[config.mk]
export PLATFORM = sky130hd
export DESIGN_NAME = im_lsu
export DESIGN_NICKNAME = d
export VERILOG_FILES = /design/src/rtl/im_lsu.sv
export SDC_FILE = /design/constraint.sdc
export NUM_CORES = 1
export LEC_CHECK = 0
export CORE_ASPECT_RATIO = 0.8
export CORE_MARGIN = 5
export CORE_UTILIZATION = 25
export CTS_CLUSTER_SIZE = 20
export DETAILED_ROUTE_END_ITERATION = 8
export GPL_TIMING_DRIVEN = 0
export HOLD_SLACK_MARGIN = 0.03
export PLACE_DENSITY = 0.47
export SETUP_SLACK_MARGIN = 0.05
export SKIP_CTS_REPAIR_TIMING = 1
export SLEW_MARGIN = 20
export SYNTH_ARGS = -nofsm -noshare
export SYNTH_HDL_FRONTEND = slang
export SYNTH_SLANG_ARGS = --single-unit
[constraint.sdc]
create_clock -name clk -period 7.1 [get_ports clk]
set_input_delay 2.13 -clock clk [delete_from_list [all_inputs] [get_ports clk]]
set_output_delay 2.13 -clock clk [all_outputs]
set_load 0.01 [all_outputs]
[src/rtl/im_lsu.sv]
// im_lsu: memory-stage load/store unit.
// Issues byte/half/word accesses on a valid/ready data bus, extends load
// data into ReadDataM and holds stallM while an access is in flight.
// The IE/IM register is frozen while stallM is high, so the request fields
// are driven straight from the IM-stage inputs and stay stable in REQ/WAIT.
//
//   state | meaning
//   IDLE  | no access outstanding; an aligned op issues its request here
//   REQ   | request presented but not yet accepted
//   WAIT  | load accepted, waiting for read data (watchdog running)
//   DONE  | access finished, stall released for one cycle
module im_lsu #(
  parameter int unsigned ADDR_W  = 32,
  parameter int unsigned TIMEOUT = 255
) (
  input  logic              clk,
  input  logic              reset,
  input  logic              flushM,
  input  logic [31:0]       ALUResultM,
  input  logic [31:0]       RD2M,
  input  logic              MemWriteM,
  input  logic [1:0]        ResultSrcM,
  input  logic [2:0]        funct3M,
  output logic              dmem_req_valid,
  input  logic              dmem_req_ready,
  output logic [ADDR_W-1:0] dmem_addr,
  output logic              dmem_we,
  output logic [3:0]        dmem_wstrb,
  output logic [31:0]       dmem_wdata,
  input  logic              dmem_rsp_valid,
  input  logic [31:0]       dmem_rdata,
  output logic [31:0]       ReadDataM,
  output logic              stallM,
  output logic              misalignM,
  output logic              buserrM
);

  localparam logic [1:0] S_IDLE = 2'd0;
  localparam logic [1:0] S_REQ  = 2'd1;
  localparam logic [1:0] S_WAIT = 2'd2;
  localparam logic [1:0] S_DONE = 2'd3;

  localparam logic [31:0] TO_LIMIT = 32'(TIMEOUT);

  logic [1:0]  state_q, state_d;
  logic [31:0] rdata_q, rdata_d;
  logic [31:0] wd_cnt_q, wd_cnt_d;
  logic        disc_q, disc_d;
  logic        buserr_q, buserr_d;

  logic        is_load, is_store, op, load_op;
  logic        sz_byte, sz_half, sz_word;
  logic        misalign_raw, go, accept;
  logic [1:0]  a_lo;
  logic [3:0]  st_strb;
  logic [31:0] st_wdata;
  logic [7:0]  ld_byte;
  logic [15:0] ld_half;
  logic [31:0] ld_ext;
  logic        ld_signed, discarding, wd_expired;

  assign a_lo     = ALUResultM[1:0];
  assign is_load  = (ResultSrcM == 2'b01);
  assign is_store = MemWriteM;
  assign op       = is_load | is_store;
  // A request flagged as both load and store is handled as a store.
  assign load_op  = is_load & ~is_store;

  // funct3[1:0]: 00 byte, 01 half, anything else is a full word.
  assign sz_byte   = (funct3M[1:0] == 2'b00);
  assign sz_half   = (funct3M[1:0] == 2'b01);
  assign sz_word   = ~sz_byte & ~sz_half;
  assign ld_signed = ~funct3M[2];

  assign misalign_raw = (sz_half & a_lo[0]) | (sz_word & (a_lo != 2'b00));
  assign misalignM    = op & misalign_raw;
  assign go           = op & ~misalign_raw;

  // Reset gates the request so nothing leaks onto the bus while it is held.
  assign dmem_req_valid = ~reset & (((state_q == S_IDLE) & go & ~flushM) | (state_q == S_REQ));
  assign stallM         = dmem_req_valid | (~reset & (state_q == S_WAIT));
  assign accept         = dmem_req_valid & dmem_req_ready;

  assign dmem_addr  = {ALUResultM[ADDR_W-1:2], 2'b00};
  assign dmem_we    = dmem_req_valid & is_store;
  assign dmem_wstrb = (dmem_req_valid & is_store) ? st_strb : 4'b0000;
  assign dmem_wdata = st_wdata;

  assign ReadDataM = rdata_q;
  assign buserrM   = buserr_q;

  // Store lane replication and byte enables.
  always_comb begin
    st_strb  = 4'b1111;
    st_wdata = RD2M;
    if (sz_byte) begin
      st_strb  = 4'b0001 << a_lo;
      st_wdata = {4{RD2M[7:0]}};
    end else if (sz_half) begin
      st_strb  = a_lo[1] ? 4'b1100 : 4'b0011;
      st_wdata = {2{RD2M[15:0]}};
    end
  end

  // Load lane selection and sign/zero extension.
  always_comb begin
    ld_byte = dmem_rdata[7:0];
    case (a_lo)
      2'd0:    ld_byte = dmem_rdata[7:0];
      2'd1:    ld_byte = dmem_rdata[15:8];
      2'd2:    ld_byte = dmem_rdata[23:16];
      default: ld_byte = dmem_rdata[31:24];
    endcase
    ld_half = a_lo[1] ? dmem_rdata[31:16] : dmem_rdata[15:0];
    if (sz_byte) begin
      ld_ext = {{24{ld_signed & ld_byte[7]}}, ld_byte};
    end else if (sz_half) begin
      ld_ext = {{16{ld_signed & ld_half[15]}}, ld_half};
    end else begin
      ld_ext = dmem_rdata;
    end
  end

  assign discarding = disc_q | flushM;
  assign wd_expired = (TO_LIMIT != 32'd0) && ((wd_cnt_q + 32'd1) == TO_LIMIT);

  // Next-state logic for the access sequencer, watchdog and discard tracking.
  always_comb begin
    state_d  = state_q;
    rdata_d  = rdata_q;
    wd_cnt_d = wd_cnt_q;
    disc_d   = disc_q;
    buserr_d = 1'b0;
    case (state_q)
      S_IDLE: begin
        wd_cnt_d = 32'd0;
        disc_d   = 1'b0;
        if (accept) begin
          state_d = load_op ? S_WAIT : S_DONE;
        end else if (dmem_req_valid) begin
          state_d = S_REQ;
        end
      end
      S_REQ: begin
        wd_cnt_d = 32'd0;
        if (accept) begin
          // An accepted load must still be drained even when flushed.
          if (flushM) begin
            state_d = load_op ? S_WAIT : S_IDLE;
            disc_d  = load_op;
          end else begin
            state_d = load_op ? S_WAIT : S_DONE;
          end
        end else if (flushM) begin
          state_d = S_IDLE;
        end
      end
      S_WAIT: begin
        wd_cnt_d = wd_cnt_q + 32'd1;
        if (flushM) begin
          disc_d = 1'b1;
        end
        if (dmem_rsp_valid) begin
          if (discarding) begin
            state_d = S_IDLE;
          end else begin
            rdata_d = ld_ext;
            state_d = S_DONE;
          end
        end else if (wd_expired) begin
          if (discarding) begin
            state_d = S_IDLE;
          end else begin
            rdata_d  = 32'd0;
            buserr_d = 1'b1;
            state_d  = S_DONE;
          end
        end
      end
      default: begin
        state_d = S_IDLE;
      end
    endcase
  end

  // State and result registers with synchronous reset.
  always_ff @(posedge clk) begin
    if (reset) begin
      state_q  <= S_IDLE;
      rdata_q  <= 32'd0;
      wd_cnt_q <= 32'd0;
      disc_q   <= 1'b0;
      buserr_q <= 1'b0;
    end else begin
      state_q  <= state_d;
      rdata_q  <= rdata_d;
      wd_cnt_q <= wd_cnt_d;
      disc_q   <= disc_d;
      buserr_q <= buserr_d;
    end
  end

endmodule

==> impl_metrics.csv <==
group,metric,value,unit
pwr,peakVddDrop,0.106,mV
global_route,grt-busiest-layer,"met2",
logic_synthesis,seq_area_frac_synth,26.2,%
clock_network,cts_root_buffer,"clkbuf_16",
floorplan,die_x,171,microns
floorplan,start_util,25.3,%
setup_path,required,4.97,ns
global_route,grt_pass1_wl,31.2,mm
floorplan,fp-row-count,47,
global_route,gr-total-overflow,0,
logic_synthesis,synthCells,673,
routing,drc,0,
clock_network,cts_tree,"yes",
routing,drt_iter0_markers,366,
placed_design,io_buffer_count,178,
logic_synthesis,ys.flop_type,"dfxtp_1",
setup_path,critPathCaptureType,"output pin",
pwr,power_frac_clock,40.3,%
clock_network,numCtsBuffers,9,
pwr,p_int,0.829,mW
setup_path,critical_path_class,"in2out",
logic_synthesis,synth_area_per_cell,7.71,sq um
logic_synthesis,synth_top_area_cell,"dfxtp_1",
floorplan,die-area,23700,sq um
timing,max_freq,148,MHz
layout,nets,977,
floorplan,boundaryPins,212,
routing,avgViaCountPerCell,4.96,
global_route,grtUsageMet1,24.1,%
timing,rsz0062_at_grt,"no",
layout,fill_cells,2137,
setup_path,cp.arrival,4.65,ns
setup_path,path_cells,"clkdlybuf4s50_1 -> a21oi_1 -> nor2_1 -> o41ai_2 -> and2_1 -> clkbuf_1 -> nand2_1 -> a21oi_1 -> clkdlybuf4s50_1",
timing,slew_headroom,47.4,%
pwr,switching_share,29.3,%
clock_network,clockBufferDepth,2,
global_route,grtUsageMet2,26.0,%
clock_network,cts.sinks,68,
logic_synthesis,ys_ff_latch,68,
logic_synthesis,synth_area_leaders,"dfxtp_1 (26%), buf_4 (6.4%), a21oi_1 (5.2%), nand2_1 (4.7%), nor2_1 (4.6%)",
layout,drive_gt1_share,13.5,%
layout,diodes,0,
logic_synthesis,synth_cell_types,71,
setup_path,crit_path_start_kind,"input port",
timing,finalClockSkew,0.0139,ns
logic_synthesis,yosysTopAreaCellShare,26.2,%
routing,wirelength,20.7,mm
layout,seq_area,1360,sq um
layout,fin_util,37.1,%
pwr,p_switching,0.344,mW
job,drv_cap,0,
timing,tightest_slew,0.787,ns
logic_synthesis,syn_area,5190,sq um
clock_network,htreeDepth,3,
timing,hold_viol_final,0,
logic_synthesis,post-synth-top-count-cell,"dfxtp_1",
global_route,grt_max_degree,15,
pwr,power.leakage,2.94,nW
logic_synthesis,yosys_warnings,0,
layout,area_growth,47.0,%
global_route,track_usage,16.7,%
pwr,sequentialPowerShare,33.5,%
timing,setup-violations-final,0,
placed_design,dp_hpwl,16.3,mm
global_route,met3_usage,2.45,%
floorplan,core_area,20500,sq um
timing,post-route-period-util,95.5,%
routing,vias,5636,
min_path,min_path_type,"reg2reg",
pwr,finalPower,1.17,mW
routing,drtPass1Iterations,7,
logic_synthesis,async_flop_share,0,%
timing,setup-tns-final,0,ns
setup_path,slowest_delay,0.57,ns
layout,multi_input_area,3200,sq um
pwr,powerDensity,154,nW/um^2
outcome,status,"completed",
setup_path,critical-path-slowest-cell,"clkdlybuf4s50_1",
setup_path,cp_max_fo,6,
logic_synthesis,synth_edf_count,0,
global_route,antenna_found_initial,0,
global_route,grt_pass1_vias,5056,
routing,ant_nets,0,
clock_network,path_clk_slew,0.06,ns
clock_network,clk_latency,0.34,ns
floorplan,dieHeight,139,microns
placed_design,place_congestion,0.840,
routing,wire_per_inst,18.2,microns
timing,finalWorstPathRequiredPeriod,6.78,ns
logic_synthesis,netlist_top_cells_count,"dfxtp_1 (68), nand2_1 (65), nor2_1 (64)",
pwr,pwr-share-comb,26.2,%
timing,drv_slew,0,
-- cells by family after synthesis --
| kind of cell | count (synthesis) | share of synthesized area (%) |
|---|---|---|
| flops | 68 | 26.2 |
| other cells | 1 | 0.0723 |
| xor+xnor | 10 | 1.69 |
| compound gates | 198 | 25.1 |
| buf+inv | 107 | 12.2 |
| fa+ha+maj | 7 | 1.69 |
| simple gates | 252 | 25.3 |
| mux | 30 | 7.70 |
-- critical path, delay by kind of cell --
| kind | cells | cell delay [ns] |
|---|---|---|
| AOI/OAI and AO/OA | 3 | 0.75 |
| buffers and inverters | 3 | 1.30 |
| and+or+nand+nor | 3 | 0.46 |
-- power by group through the flow --
stage / Sequential, mW / Combinational (mW) / Clock [mW]
after CTS: 0.393 / 0.307 / 0.487
after detailed placement: 0.401 / 0.306 / 0
final: 0.393 / 0.308 / 0.472
after global placement: 0.401 / 0.307 / 0
after floorplan: 0.401 / 0.154 / 0
after global routing: 0.393 / 0.335 / 0.500
-- metrics by stage --
step	area [sq um]	hold slack, ns	std cells	setup WS, ns
after detailed placement	7310	0.440	1121	0.145
final	7620	0.461	1137	0.322
after CTS	7610	0.461	1137	0.135
after global routing	7620	0.481	1137	0.142
after floorplan	5190	0.447	674	1.39
after global placement	7310	0.435	1121	0.0730
-- per-layer routing --
layer,up-vias,part of all wire (%)
met3,23,5.8
met4,0,2.0
met5,-,0
met2,192,46
li1,2801,-
met1,2620,46
-- area by class of cell --
type / instances / area share, %
Clock buffer: 9 / 2.95
Timing Repair Buffer: 178 / 23.4
Clock inverter: 7 / 1.07
Sequential cell: 68 / 17.9
Inverter: 15 / 0.739
Buffer: 92 / 7.57
Tap cell: 269 / 4.41
Multi-Input combinational cell: 499 / 42.0
-- state kept, by name, indices dropped and copies added, names as in the netlist --
| signal | cells |
|---|---|
| ReadDataM | 32 |
| wd_cnt_q | 32 |
| disc_q | 1 |
| buserrM | 1 |
| state_q | 2 |
-- cells in the final DEF (no fill, tap or decap), drive strengths merged, types with 3 or more instances in the layout --
cell / count
a21o: 19
a21oi: 55
a22o: 8
a2bb2oi: 9
a31oi: 8
and2: 6
and3: 5
and4: 4
buf: 56
clkbuf: 45
clkdlybuf4s50: 178
dfxtp: 68
ha: 7
inv: 18
mux2: 9
mux2i: 14
mux4: 7
nand2: 65
nand2b: 3
nand3: 16
nand4: 13
nor2: 65
nor2b: 6
nor3: 28
nor4: 8
o211ai: 3
o21a: 7
o21ai: 35
o22ai: 15
o2bb2ai: 23
or2: 4
or3: 8
or4: 14
xnor2: 7
xor2: 3
-- path summary, 6_finish.rpt --
path | start | end | slack [ns] | depth (start not counted)
worst max register to register | wd_cnt_q[0] | state_q[1] | 3.15 | 8
worst min register to register | ReadDataM[23] | ReadDataM[23] | 0.46 | 1
worst max-delay path | ALUResultM[0] | dmem_wstrb[3] | 0.32 | 9
worst min-delay path | ReadDataM[23] | ReadDataM[23] | 0.46 | 1
Power figures use the tool's default switching activity.
